$ cat src/rtl/mul_accum_pkg.sv
// Shared types and default widths for the accumulate stage of the sequential MAC datapath.
package mul_accum_pkg;

  typedef enum logic [1:0] {
    IDLE  = 2'd0,
    ACCUM = 2'd1,
    DONE  = 2'd2
  } state_t;

  localparam int unsigned PW_DEF    = 64;
  localparam int unsigned AW_DEF    = 72;
  localparam int unsigned CNT_W_DEF = 8;

  localparam logic [AW_DEF-1:0] ACC_MAX = {1'b0, {(AW_DEF-1){1'b1}}};
  localparam logic [AW_DEF-1:0] ACC_MIN = {1'b1, {(AW_DEF-1){1'b0}}};

endpackage

$ cat src/rtl/mul_accum_sat_add.sv
// AW-bit signed adder with overflow detect; clamps on overflow when ACCUM_SAT_EN is defined.
module mul_accum_sat_add
  import mul_accum_pkg::*;
#(
  parameter int unsigned AW = AW_DEF
) (
  input  logic [AW-1:0] a,
  input  logic [AW-1:0] b,
  output logic [AW-1:0] sum,
  output logic          ovf
);

  logic [AW:0] full;

`ifdef ACCUM_SAT_EN
  localparam logic [AW-1:0] SAT_MAX = {1'b0, {(AW-1){1'b1}}};
  localparam logic [AW-1:0] SAT_MIN = {1'b1, {(AW-1){1'b0}}};
`endif

  always_comb begin
    full = {a[AW-1], a} + {b[AW-1], b};
    ovf  = full[AW] ^ full[AW-1];
`ifdef ACCUM_SAT_EN
    // The extra top bit holds the sign of the true sum, which picks the clamp direction.
    if (ovf) sum = full[AW] ? SAT_MIN : SAT_MAX;
    else     sum = full[AW-1:0];
`else
    sum = full[AW-1:0];
`endif
  end

endmodule

$ cat src/rtl/mul_accum_stage.sv
// Accumulates a programmed number of signed products into a wide sum with a sticky overflow flag.
// Optional saturation on overflow: define ACCUM_SAT_EN.
module mul_accum_stage
  import mul_accum_pkg::*;
#(
  parameter int unsigned PW    = PW_DEF,
  parameter int unsigned AW    = AW_DEF,
  parameter int unsigned CNT_W = CNT_W_DEF
) (
  input  logic             clk,
  input  logic             rst,
  input  logic             start,
  input  logic [CNT_W-1:0] len,
  input  logic             in_valid,
  output logic             in_ready,
  input  logic [PW-1:0]    in_p,
  output logic             out_valid,
  input  logic             out_ready,
  output logic [AW-1:0]    out_sum,
  output logic             out_ovf,
  output logic             busy
);

  state_t           state_q, state_d;
  logic [AW-1:0]    acc_q, acc_d;
  logic [CNT_W-1:0] cnt_q, cnt_d;
  logic             ovf_q, ovf_d;

  logic [AW-1:0]    p_ext;
  logic [AW-1:0]    add_sum;
  logic             add_ovf;

  assign p_ext = AW'($signed(in_p));

  mul_accum_sat_add #(.AW(AW)) u_add (
    .a   (acc_q),
    .b   (p_ext),
    .sum (add_sum),
    .ovf (add_ovf)
  );

  always_comb begin
    state_d = state_q;
    acc_d   = acc_q;
    cnt_d   = cnt_q;
    ovf_d   = ovf_q;
    case (state_q)
      IDLE: begin
        if (start) begin
          acc_d = '0;
          ovf_d = 1'b0;
          if (len != '0) begin
            cnt_d   = len;
            state_d = ACCUM;
          end else begin
            state_d = DONE;
          end
        end
      end
      ACCUM: begin
        if (in_valid) begin
          acc_d = add_sum;
          ovf_d = ovf_q | add_ovf;
          cnt_d = cnt_q - CNT_W'(1);
          if (cnt_q == CNT_W'(1)) state_d = DONE;
        end
      end
      DONE: begin
        if (out_ready) state_d = IDLE;
      end
      default: state_d = IDLE;
    endcase
  end

  always_ff @(posedge clk or negedge rst) begin
    if (!rst) begin
      state_q <= IDLE;
      acc_q   <= '0;
      cnt_q   <= '0;
      ovf_q   <= 1'b0;
    end else begin
      state_q <= state_d;
      acc_q   <= acc_d;
      cnt_q   <= cnt_d;
      ovf_q   <= ovf_d;
    end
  end

  assign in_ready  = (state_q == ACCUM);
  assign out_valid = (state_q == DONE);
  assign busy      = (state_q != IDLE);
  assign out_sum   = acc_q;
  assign out_ovf   = ovf_q;

endmodule
$ cat config.mk
export PLATFORM = sky130hd
export DESIGN_NAME = mul_accum_stage
export DESIGN_NICKNAME = d
export VERILOG_FILES = /design/src/rtl/mul_accum_pkg.sv /design/src/rtl/mul_accum_sat_add.sv /design/src/rtl/mul_accum_stage.sv
export SDC_FILE = /design/constraint.sdc
export NUM_CORES = 1
export LEC_CHECK = 0
export ABC_CLOCK_PERIOD_IN_PS = 9400
export CAP_MARGIN = 20
export CORE_UTILIZATION = 40
export DETAILED_ROUTE_END_ITERATION = 10
export GPL_TIMING_DRIVEN = 0
export REMOVE_ABC_BUFFERS = 1
export SYNTH_ARGS = -nofsm -noshare
export SYNTH_HDL_FRONTEND = slang
export SYNTH_SLANG_ARGS = --single-unit
export TNS_END_PERCENT = 5
$ cat constraint.sdc
create_clock -name clk -period 9.4 [get_ports clk]
set_input_delay 1.41 -clock clk [delete_from_list [all_inputs] [get_ports clk]]
set_output_delay 1.41 -clock clk [all_outputs]
set_load 0.005 [all_outputs]
## Word-level counts from Yosys, hierarchy flattened

Cells that the tools add are included.

- Register bits: 83
- Input port bits: 77
- Output and inout port bits: 76
- Logic and storage cells: 39

- $add $sub $neg: 2
- Equality and inequality tests: 8
- Multiplexer cells: 16
- Bitwise operators: 2
- Reduce and logical (&&, ||, !) cells: 7

Operators with widths:

| cell | number |
|---|---|
| 2-to-1 mux 72 bit | 2 |
| case mux 72 bit (2 select lines) | 1 |
| adder 72 x 64 -> 73 bit | 1 |
| 2-to-1 mux 8 bit | 3 |
| case mux 8 bit (2 select lines) | 1 |
| 2-to-1 mux 2 bit | 5 |
| equality test 8 x 1 -> 1 bit (second input constant) | 1 |
| AND reduction 4 bit | 2 |
| nonzero test 8 bit | 1 |
| subtractor 8 x 1 -> 8 bit (second input constant) | 1 |
| != test 2 bit (second input constant) | 3 |
| case mux 2 bit (3 select lines) | 1 |
| != test 2 x 1 -> 1 bit (second input constant) | 2 |
| nonzero test 2 bit | 2 |
| AND reduction 3 bit | 1 |
| equality test 2 x 1 -> 1 bit (second input constant) | 1 |
| equality test 2 bit (second input constant) | 1 |
| logical NOT 2 bit | 1 |
| 2-to-1 mux 1 bit | 2 |
| case mux 1 bit (2 select lines) | 1 |
| OR 1 bit | 1 |
| bitwise XOR 1 bit | 1 |

## Longest topological paths before layout

- Depth in word-level cells: 5
- Depth in mapped cells: 13
- Mapped depth without buffers: 13

## Cells and area by module

Synthesis repeated with hierarchy kept, for this count alone.

- Cell total of the unflattened synthesis: 886
- Area total of the unflattened synthesis: 7,568.5 µm²

By module, submodules not included:

| module | instances | cells an instance | area an instance (µm²) | seq. area each (µm²) |
|---|---|---|---|---|
| mul_accum_sat_add | 1 | 640 | 4,284.1 | 0.0 |
| mul_accum_stage | 1 | 246 | 3,284.4 | 2,077.0 |

## Worst setup path before layout

Ideal clock, no wire load.

- Path type: input to register
- From: in in_p[20]
- To: reg acc_q[70], in the netlist out_sum[70]
- Library setup time: 87 ps
- Data arrival time: 4,140 ps
- Required time: 9,313 ps
- Slack: 5,174 ps
- Stages on the path: 11
- Buffers on the path: 0
- Cell sequence: ha_1 -> a21o_1 -> a31o_1 -> a221o_1 -> a21o_1 -> a211o_1 -> a211o_1 -> a211oi_4 -> o21bai_2 -> a2111o_1 -> o211ai_1

- Word-level cells in the longest chain between the ends: 3

RTL lines:

| item | line | source |
|---|---|---|
| from (decl) | mul_accum_stage.sv:16 | `input logic [PW-1:0] in_p,` |
| adder 72 x 64 -> 73 bit | mul_accum_sat_add.sv:21 | `full = {a[AW-1], a} + {b[AW-1], b};` |
| 2-to-1 mux 72 bit | mul_accum_stage.sv:61 | `if (in_valid) begin` |
| case mux 72 bit (2 select lines) | mul_accum_stage.sv:47 | `case (state_q)` |
| to (signal assigned) | mul_accum_stage.sv:78 | `acc_q <= '0;` |
| to (signal assigned) | mul_accum_stage.sv:83 | `acc_q <= acc_d;` |
| to (decl) | mul_accum_stage.sv:25 | `logic [AW-1:0] acc_q, acc_d;` |

Every way passes these cells. The select of a mux whose other input is x is not followed.
A chain may end at the register's enable or synchronous reset.

## Worst setup path in the final report

- From: in in_p[1]
- To: reg acc_q[49], in the netlist out_sum[49]

Same word-level chain as after synthesis.

==> reports/summary.txt <==
CTS max path bufs -> 2
GR Util All Layers -> 23.7%
Seq/Total Area, Yosys -> 27.3%
Synth async-reset ratio -> 100%
Setup crit start kind -> input port
Ant. Diodes -> 0
DRC viols -> 1
pre-CTS WS -> 3.85 ns
gpl congestion -> 0.849
RSZ-0062 raised after global routing -> no
CTS Buf Count -> 9
CTS tree -> done
leakage power total -> 4.26 nW
post-route ant nets -> 0
Fmax -> 0.192 GHz
Overflow after GRT -> 0
Hold Buf Count CTS -> 0
row count -> 50
initial DRC count -> 447
die area -> 19,600 sq um
final setup fails -> 0
CTS root buf -> clkbuf_16
wire length of the first global-routing pass -> 37,600 um
fillcell total -> 1,872
worst slew pin tran -> 0.925 ns
post-DP HPWL -> 17,300 um
drt wl/cell -> 16.8 um
final worst path period share -> 55.5%
Initial Utilization -> 40.8%
vias in the first global route -> 7,380
Critical Path RT -> 9.64 ns
commonest cells after routing, fill and taps aside -> 151 x clkdlybuf4s50_1, 135 x nand2_1, 124 x o21ai_0
Hold WS -> 0.508 ns
Max VDD drop -> 0.124 mV
layout cell share with drive strength beyond 1 -> 2.71%
largest net degree at the start of global routing -> 62
area of the multi-input gates -> 5270 sq um
min-delay worst type -> reg2reg
Worst Setup Slack, final -> 4.18 ns
Rel. slew slack -> 38.4%
worst reg-to-reg setup slack -> 5.28 ns
crit path max fanout -> 4
power per cell area -> 292 nW/um^2
Pre-antenna DRT Iters -> 8
drt total wl -> 22,600 um
vias post-DR -> 7,586
most common cell after layout, fill and taps aside -> clkdlybuf4s50_1
port bufs -> 152
Core Region -> 18,600 sq um
CTS H-tree lvls -> 3
Worst-path clk slew -> 0.07 ns
min Tclk post-route -> 5.22 ns
Top FF cell, synth -> dfrtp_1
critical path class -> in2reg
I/O pin cnt -> 153
Die Wd -> 140 um
CTS sink cnt -> 83
Vias/cell -> 5.66
post-CTS setup buffer count -> 0
setup TNS -> 0 ns
Synth Instances -> 984
final hold violations -> 0
P&R area growth vs syn -> 26.9%
Setup crit end kind -> register
yosys warns -> 0
Distinct cells, synth -> 59
Yosys reg bits -> 83
initial antenna violation count -> 0
post-cts resize count -> 0
Die Ht -> 140 um
Worst Skew -> 0.0103 ns
Mapped Area -> 7600 sq um
status -> finished with violations
clk_lat worst skew -> 0.35 ns
Sequential cell area -> 2080 sq um
Total Power -> 2.82 mW
Mean Syn Cell Area -> 7.73 sq um
Final nets -> 1,255
max cap viols -> 0
Final Max Tran Viols -> 0
Post-synth EDFFs -> 0
CP arrival -> 5.45 ns
violated checks -> DRC
==> stage by stage <==
step	instances	utilization, %	cell area [sq um]
final	1341	51.8	9650
after global placement	1322	49.6	9240
after floorplan	936	-	7420
after global routing	1341	51.8	9650
after detailed placement	1326	50.1	9350
after CTS	1341	51.8	9650
==> where the power goes <==
| part | leakage (nW) | internal (mW) | switching [mW] |
|---|---|---|---|
| clock network | 0.144 | 0.219 | 0.158 |
| registers | 1.07 | 0.498 | 0.121 |
| logic | 3.04 | 0.819 | 1.00 |
| total | 4.26 | 1.54 | 1.28 |
==> synth_stat cells, types with 11 or more instances <==
library cell,count,area (sq um)
nand2_1,136,510
o21ai_0,124,621
a21oi_1,98,490
dfrtp_1,83,2080
ha_1,74,926
nor2_1,72,270
clkbuf_1,48,180
a21o_1,44,330
xnor2_1,31,272
xor2_1,26,228
inv_1,25,93.8
nand4_1,21,131
nor3_1,21,105
nand3_1,16,80.1
o21bai_1,11,82.6
==> layout make-up <==
type / count / share of cell area [%]
inverters: 25 / 0.972
clock buffers: 11 / 2.62
repair buffers: 156 / 16.7
multi-input cells: 828 / 54.6
well taps: 234 / 3.03
flip-flops and latches: 83 / 21.5
clock inverters: 4 / 0.519
==> worst max-delay path: stages <==
cell and delay, ns:
clkdlybuf4s50_1 0.45, ha_1 0.30, a21o_1 0.12, nand4_1 0.13
a211oi_1 0.53, o21ai_0 0.28, a21oi_1 0.50, o21ai_0 0.35
o21a_1 0.31, o41ai_1 0.62, a21oi_1 0.15, a211o_1 0.30
==> registers in the layout (all words and copies together), names as in the netlist <==
name / cells
out_sum: 72
cnt_q: 8
out_ovf: 1
state_q: 2
==> per-layer routing <==
layer	routed length (um)	up-vias	global-route usage, %
met5	0	-	0
met4	235	0	5.73
met3	831	15	2.27
met2	10200	182	38.7
met1	11300	3539	33.6
li1	-	3850	-
==> kinds of logic (layout without fill, tap and decap cells) <==
| kind of cell | count (synthesis) | in the layout | synth area share (%) |
|---|---|---|---|
| AOI/OAI and AO/OA | 373 | 373 | 30.4 |
| and+or+nand+nor | 320 | 320 | 19.3 |
| DFF | 83 | 83 | 27.3 |
| adders and majority gates | 75 | 75 | 12.4 |
| buffers and inverters | 73 | 196 | 3.60 |
| xor gates and xnor gates | 57 | 57 | 6.56 |
| muxes | 3 | 3 | 0.395 |
==> final timing paths <==
kind                        startpoint     endpoint  cells after the start
setup / recovery               in_p[1]  out_sum[49]                     12
min in group asynchronous          rst  out_sum[39]                      1
hold / removal             out_sum[71]  out_sum[71]                      2
hold reg to reg            out_sum[71]  out_sum[71]                      2
max in group asynchronous          rst  out_sum[21]                      2
setup reg to reg            out_sum[1]  out_sum[49]                     11
(Power assumes the default switching activity.)
